## config.mk

```make
export PLATFORM = sky130hd
export DESIGN_NAME = ram_arbiter_flat
export DESIGN_NICKNAME = d
export VERILOG_FILES = /design/src/rtl/ram_arbiter_if.sv /design/src/rtl/ram_arbiter.sv /design/src/flat_wrapper.sv
export SDC_FILE = /design/constraint.sdc
export NUM_CORES = 1
export LEC_CHECK = 0
export ABC_AREA = 1
export ABC_CLOCK_PERIOD_IN_PS = 9150
export CORE_ASPECT_RATIO = 0.6
export CORE_MARGIN = 2
export CORE_UTILIZATION = 43
export CTS_BUF_LIST = sky130_fd_sc_hd__clkbuf_8 sky130_fd_sc_hd__clkbuf_16
export DETAILED_ROUTE_END_ITERATION = 10
export PLACE_DENSITY_LB_ADDON = 0.08
export SYNTH_ARGS = -nofsm -noshare
export SYNTH_HDL_FRONTEND = slang
export SYNTH_SLANG_ARGS = --single-unit
export TNS_END_PERCENT = 10
```

## constraint.sdc

```tcl
create_clock -name clk -period 9.15 [get_ports clk]
set_input_delay 1.83 -clock clk [delete_from_list [all_inputs] [get_ports clk]]
set_output_delay 1.83 -clock clk [all_outputs]
set_load 0.03 [all_outputs]
```

## src/rtl/ram_arbiter_if.sv

```systemverilog
// Core-side request/response bundle plus the RAM control/data port of ram_arbiter.
// The arbiter takes the slave view; cores and RAM together form the master view.
interface ram_arbiter_if #(
   parameter int N_CORES    = 4,
   parameter int DATA_WIDTH = 12,
   parameter int ADDR_WIDTH = 8
);
   logic [N_CORES-1:0]            req;
   logic [N_CORES-1:0]            wrEn;
   logic [N_CORES*ADDR_WIDTH-1:0] addr;
   logic [N_CORES*DATA_WIDTH-1:0] wrData;
   logic [N_CORES-1:0]            done;
   logic [DATA_WIDTH-1:0]         rdData;
   logic [N_CORES-1:0]            grant;
   logic                          busy;
   logic                          ram_wrEn;
   logic [ADDR_WIDTH-1:0]         ram_address;
   logic [DATA_WIDTH-1:0]         ram_dataIn;
   logic [DATA_WIDTH-1:0]         ram_dataOut;

   modport master (
      output req, wrEn, addr, wrData, ram_dataOut,
      input  done, rdData, grant, busy, ram_wrEn, ram_address, ram_dataIn
   );

   modport slave (
      input  req, wrEn, addr, wrData, ram_dataOut,
      output done, rdData, grant, busy, ram_wrEn, ram_address, ram_dataIn
   );
endinterface

```

## src/rtl/ram_arbiter.sv

```systemverilog
// Round-robin arbiter sharing one single-port synchronous-read RAM between N_CORES cores.
// Each access runs IDLE -> ISSUE -> RESP; every output is driven from a register.
module ram_arbiter #(
   parameter int N_CORES    = 4,
   parameter int DATA_WIDTH = 12,
   parameter int DEPTH      = 256,
   parameter int ADDR_WIDTH = $clog2(DEPTH)
) (
   input  logic          clk,
   input  logic          rst,
   ram_arbiter_if.slave  bus
);
   localparam int              PTR_W = (N_CORES > 1) ? $clog2(N_CORES) : 1;
   localparam logic [PTR_W:0]  NC    = (PTR_W+1)'(N_CORES);

   typedef enum logic [1:0] {IDLE, ISSUE, RESP} state_t;

   state_t                 state, state_next;
   logic [PTR_W-1:0]       ptr, ptr_next, win_idx, win_off;
   logic [PTR_W:0]         win_sum, nxt_sum;
   logic                   win_vld;
   logic [N_CORES-1:0]     eligible, rot, win_oh;
   logic [ADDR_WIDTH-1:0]  sel_addr;
   logic [DATA_WIDTH-1:0]  sel_data;
   logic                   sel_wr;

   // A core whose done is high this cycle has just been served and must not win again.
   assign eligible = bus.req & ~bus.done;

   always_comb begin
      // Rotate so that bit 0 corresponds to ptr; the lowest set bit is the winner's offset.
      rot     = (eligible >> ptr) | (eligible << (N_CORES - int'(ptr)));
      win_vld = 1'b0;
      win_off = '0;
      for (int i = N_CORES-1; i >= 0; i--) begin
         if (rot[i]) begin
            win_vld = 1'b1;
            win_off = PTR_W'(i);
         end
      end

      win_sum = {1'b0, ptr} + {1'b0, win_off};
      if (win_sum >= NC) win_sum = win_sum - NC;
      win_idx = win_sum[PTR_W-1:0];

      nxt_sum = {1'b0, win_idx} + (PTR_W+1)'(1);
      if (nxt_sum >= NC) nxt_sum = nxt_sum - NC;
      ptr_next = nxt_sum[PTR_W-1:0];

      win_oh   = '0;
      sel_addr = '0;
      sel_data = '0;
      sel_wr   = 1'b0;
      for (int c = 0; c < N_CORES; c++) begin
         if (win_idx == PTR_W'(c)) begin
            win_oh[c] = win_vld;
            sel_addr  = bus.addr[c*ADDR_WIDTH +: ADDR_WIDTH];
            sel_data  = bus.wrData[c*DATA_WIDTH +: DATA_WIDTH];
            sel_wr    = bus.wrEn[c];
         end
      end
   end

   always_comb begin
      state_next = state;
      case (state)
         IDLE:    if (win_vld) state_next = ISSUE;
         ISSUE:   state_next = RESP;
         RESP:    state_next = IDLE;
         default: state_next = IDLE;
      endcase
   end

   always_ff @(posedge clk or posedge rst) begin
      if (rst) state <= IDLE;
      else     state <= state_next;
   end

   always_ff @(posedge clk or posedge rst) begin
      if (rst) begin
         ptr             <= '0;
         bus.done        <= '0;
         bus.grant       <= '0;
         bus.busy        <= 1'b0;
         bus.ram_wrEn    <= 1'b0;
         bus.ram_address <= '0;
         bus.ram_dataIn  <= '0;
         bus.rdData      <= '0;
      end else begin
         bus.done <= '0;
         case (state)
            // Arbitration: latch the winner's request onto the RAM port.
            IDLE: begin
               if (win_vld) begin
                  bus.ram_address <= sel_addr;
                  bus.ram_dataIn  <= sel_data;
                  bus.ram_wrEn    <= sel_wr;
                  bus.grant       <= win_oh;
                  bus.busy        <= 1'b1;
                  ptr             <= ptr_next;
               end else begin
                  bus.ram_wrEn <= 1'b0;
               end
            end
            // RAM samples address/data/wrEn at the edge closing this state.
            ISSUE: begin
               bus.ram_wrEn <= 1'b0;
            end
            // RAM output is valid now; hand it back with a one-cycle done.
            RESP: begin
               bus.rdData <= bus.ram_dataOut;
               bus.done   <= bus.grant;
               bus.grant  <= '0;
               bus.busy   <= 1'b0;
            end
            default: ;
         endcase
      end
   end
endmodule

```

## src/flat_wrapper.sv

```systemverilog
// flat-port wrapper written by rule: the top's interface ports become plain ports
module ram_arbiter_flat 
#(
   parameter int N_CORES    = 4,
   parameter int DATA_WIDTH = 12,
   parameter int DEPTH      = 256,
   parameter int ADDR_WIDTH = $clog2(DEPTH)
)
  (clk, rst, bus_req, bus_wrEn, bus_addr, bus_wrData, bus_ram_dataOut, bus_done, bus_rdData, bus_grant, bus_busy, bus_ram_wrEn, bus_ram_address, bus_ram_dataIn);
  ram_arbiter_if #(.N_CORES(N_CORES), .DATA_WIDTH(DATA_WIDTH), .ADDR_WIDTH(ADDR_WIDTH)) bus_i ();
  input  logic clk;
  input  logic rst;
  input wire logic [$bits(bus_i.req)-1:0] bus_req;
  input wire logic [$bits(bus_i.wrEn)-1:0] bus_wrEn;
  input wire logic [$bits(bus_i.addr)-1:0] bus_addr;
  input wire logic [$bits(bus_i.wrData)-1:0] bus_wrData;
  input wire logic [$bits(bus_i.ram_dataOut)-1:0] bus_ram_dataOut;
  output wire logic [$bits(bus_i.done)-1:0] bus_done;
  output wire logic [$bits(bus_i.rdData)-1:0] bus_rdData;
  output wire logic [$bits(bus_i.grant)-1:0] bus_grant;
  output wire logic [$bits(bus_i.busy)-1:0] bus_busy;
  output wire logic [$bits(bus_i.ram_wrEn)-1:0] bus_ram_wrEn;
  output wire logic [$bits(bus_i.ram_address)-1:0] bus_ram_address;
  output wire logic [$bits(bus_i.ram_dataIn)-1:0] bus_ram_dataIn;
  assign bus_i.req = bus_req;
  assign bus_i.wrEn = bus_wrEn;
  assign bus_i.addr = bus_addr;
  assign bus_i.wrData = bus_wrData;
  assign bus_i.ram_dataOut = bus_ram_dataOut;
  assign bus_done = bus_i.done;
  assign bus_rdData = bus_i.rdData;
  assign bus_grant = bus_i.grant;
  assign bus_busy = bus_i.busy;
  assign bus_ram_wrEn = bus_i.ram_wrEn;
  assign bus_ram_address = bus_i.ram_address;
  assign bus_ram_dataIn = bus_i.ram_dataIn;
  ram_arbiter #(.N_CORES(N_CORES), .DATA_WIDTH(DATA_WIDTH), .DEPTH(DEPTH), .ADDR_WIDTH(ADDR_WIDTH)) u_core (.clk(clk), .rst(rst), .bus(bus_i));
endmodule
```

==> results.cfg <==
[status]
status = completed

[logic_synthesis]
syn-num-nets = 432
yosysTopAreaCellShare = 0.418
synth_top_family_by_area = simple AND/OR/NAND/NOR gates
synthSimpleGateAreaFrac = 0.195
synth_fa_ha_area_frac = 0.0273
async_flop_share = 1.00
synthMuxAreaShare = 0.122
yosysWarnings = 0
synth-xor-area-share = 0.00318
synth_enable_flop_cells = 0
synth_seq_area_share = 0.418
synth.distinct_cells = 24
synth_ff_type = dfrtp_1
syn_inst = 324
synth_area_leaders = dfrtp_1 (42%), nand2_1 (11%), mux2i_1 (7.3%)
synth_compound_area_frac = 0.138
synth.avg_cell_area_um2 = 8.49
synthesis.area_mm2 = 0.00275
synth_top_area_cell = dfrtp_1
ys_ff_latch = 46

[floorplan]
core-area_mm2 = 0.00614
dieArea_mm2 = 0.00708
start_util = 0.448
row_count = 22
die_w_um = 107
dieHeight_um = 66.0
design.portCount = 144

[finish]
final_core_util = 0.699
nFillCells = 504
insertedDiodeCount = 0
layout.nets = 565
final_common_cell = clkdlybuf4s50_1
fin_cells = 542
drive_gt1_frac = 0.0852
syn2layout_area_growth_pct = 56.0
final_area_mm2 = 0.00429
final_cell_mix = clkdlybuf4s50_1 (143), nand2_1 (77), dfrtp_1 (46)

[hold_path]
holdCritPathClass = reg -> reg
hold_start = u_core.state[1]
min_path_cells = 1
hold_path_end = u_core.state[1]

[timing]
setup_viol = 0
hold_violations = 0
finalCriticalPeriod_ns = 5.05
clock.fmax_mhz = 198
period_share = 0.551
worst_slew_pin_slew_ns = 0.922
rsz0062_at_grt = false
layout_setup_ws_ns = 4.10
max_slew_margin = 0.384
drv_slew = 0
whs_ns = 0.483
tns_ns = 0
finalClockSkew_ns = 0.00942

[power]
leakage_nw = 1.94
vdd_drop_max_mv = 0.417
p_per_area_mw_per_mm2 = 485
totalPowerFinal_mw = 2.08

[clock_tree]
cts_root_buf = clkbuf_8
numCtsBuffers = 5
cts_resized = 0
clock_path_buffers = 2
clk_latency_ns = 0.30
cts-hold-fix-buffers = 0
cts_tree = done
htreeDepth = 2
clkSinkCount = 46
cts.reportedPaths.clkPinSlew_ns = 0.10
post_cts_buffers = 0

[drt]
viasPerCell = 4.86
routed_wl_um = 7660
drt_iter0_markers = 126
first_pass_iters = 4
drcViolationCount = 0
vias = 2632
wire_per_inst_um = 14.1
ant_nets = 0

[job]
cap_viol_max_count = 0

[critical_path]
critPathCaptureType = register
critical_path_arrival_ns = 5.21
rr_startpoint = u_core.ptr[0]
r2r_end = u_core.bus.ram_dataIn[0]
critPathLaunchType = primary input
crit_path_max_fanout = 23
reg2reg_depth = 19
required_ns = 9.32
path_class = in -> reg
reg2reg_slack_ns = 5.11

[place]
io_buffer_count = 143
hpwl_um = 5850
place_congestion = 0.844
dp_cells = 534
post_dp_cell_area_mm2 = 0.00420
post-place-ws_ns = 3.81

[global_routing]
grt_pass1_wl_um = 12500
grt_max_degree = 50
grt_overflow = 0
antenna_found_initial = 0
grt_pass1_vias = 2622
grt_usage = 0.228
==> worst max-delay path by stage <==
stage,startpoint,to
global placement,bus_req[1],u_core.bus.ram_wrEn
floorplan,bus_req[2],u_core.bus.ram_address[3]
global route,bus_req[1],u_core.bus.ram_address[3]
CTS,bus_req[1],u_core.bus.ram_address[7]
finish,bus_req[1],u_core.bus.ram_dataIn[0]
detailed placement,bus_req[2],u_core.bus.ram_wrEn
==> kinds of logic (layout without fill, tap and decap cells) <==
family          after synthesis  in the layout
fa+ha+maj                     6              6
simple gates                113            113
xor+xnor                      1              1
buf+inv                      60            194
compound gates               66             66
flops                        46             46
mux                          32             32
==> Yosys cell counts, types with 2 or more instances <==
| library cell | count |
|---|---|
| a21oi_1 | 23 |
| a22oi_1 | 20 |
| buf_2 | 5 |
| buf_8 | 2 |
| clkbuf_1 | 11 |
| dfrtp_1 | 46 |
| ha_1 | 6 |
| inv_1 | 39 |
| mux2_2 | 12 |
| mux2i_1 | 20 |
| nand2_1 | 77 |
| nand2_4 | 2 |
| nand3_1 | 9 |
| nand3_2 | 10 |
| nand4_1 | 2 |
| nor2_1 | 10 |
| nor2_4 | 2 |
| o21ai_0 | 18 |
| o21ai_1 | 5 |
==> metal layers <==
metal | vias to the layer above | wire length, µm | GRT usage
met5 | - | 0 | 0
li1 | 1336 | - | -
met2 | 85 | 3440 | 0.370
met3 | 9 | 614 | 0.0768
met1 | 1202 | 3510 | 0.297
met4 | 0 | 103 | 0.0519
==> worst max-delay path, stage by stage <==
cell and delay [ns]:
clkdlybuf4s50_1 0.52, nand3_2 0.10, nand2_1 0.08, nand2_1 0.06, nand3_1 0.14, nand4_1 0.10, a21oi_1 0.14, ha_1 0.18
xor2_1 0.21, nand3b_1 0.14, nand2_1 0.10, inv_1 0.09, ha_1 0.73, nor2_1 0.11, buf_4 0.25, nand2_1 0.08
a22oi_1 0.06, mux2i_1 0.17, o21ai_0 0.12
==> flip-flops by register name (all words and copies together), names as in the netlist <==
register and cells:
u_core.ptr 2, u_core.bus.busy 1, u_core.bus.done 4, u_core.bus.grant 4, u_core.bus.ram_dataIn 12, u_core.bus.ram_wrEn 1
u_core.state 2, u_core.bus.rdData 12, u_core.bus.ram_address 8
==> area by class of cell <==
cell class                      instances  area, µm²  area share
Inverter                               40        153      0.0356
Sequential cell                        46       1150       0.268
Tap cell                               84        105      0.0245
Clock inverter                          3       23.8     0.00554
Clock buffer                            5       68.8      0.0160
Multi-Input combinational cell        218       1340       0.311
Timing Repair Buffer                  146       1450       0.339
==> power by group <==
part	switching [mW]	internal [mW]	total, mW
logic	0.938	0.653	1.59
clock network	0.0728	0.0547	0.127
registers	0.0583	0.304	0.362
Power figures use the tool's default switching activity.
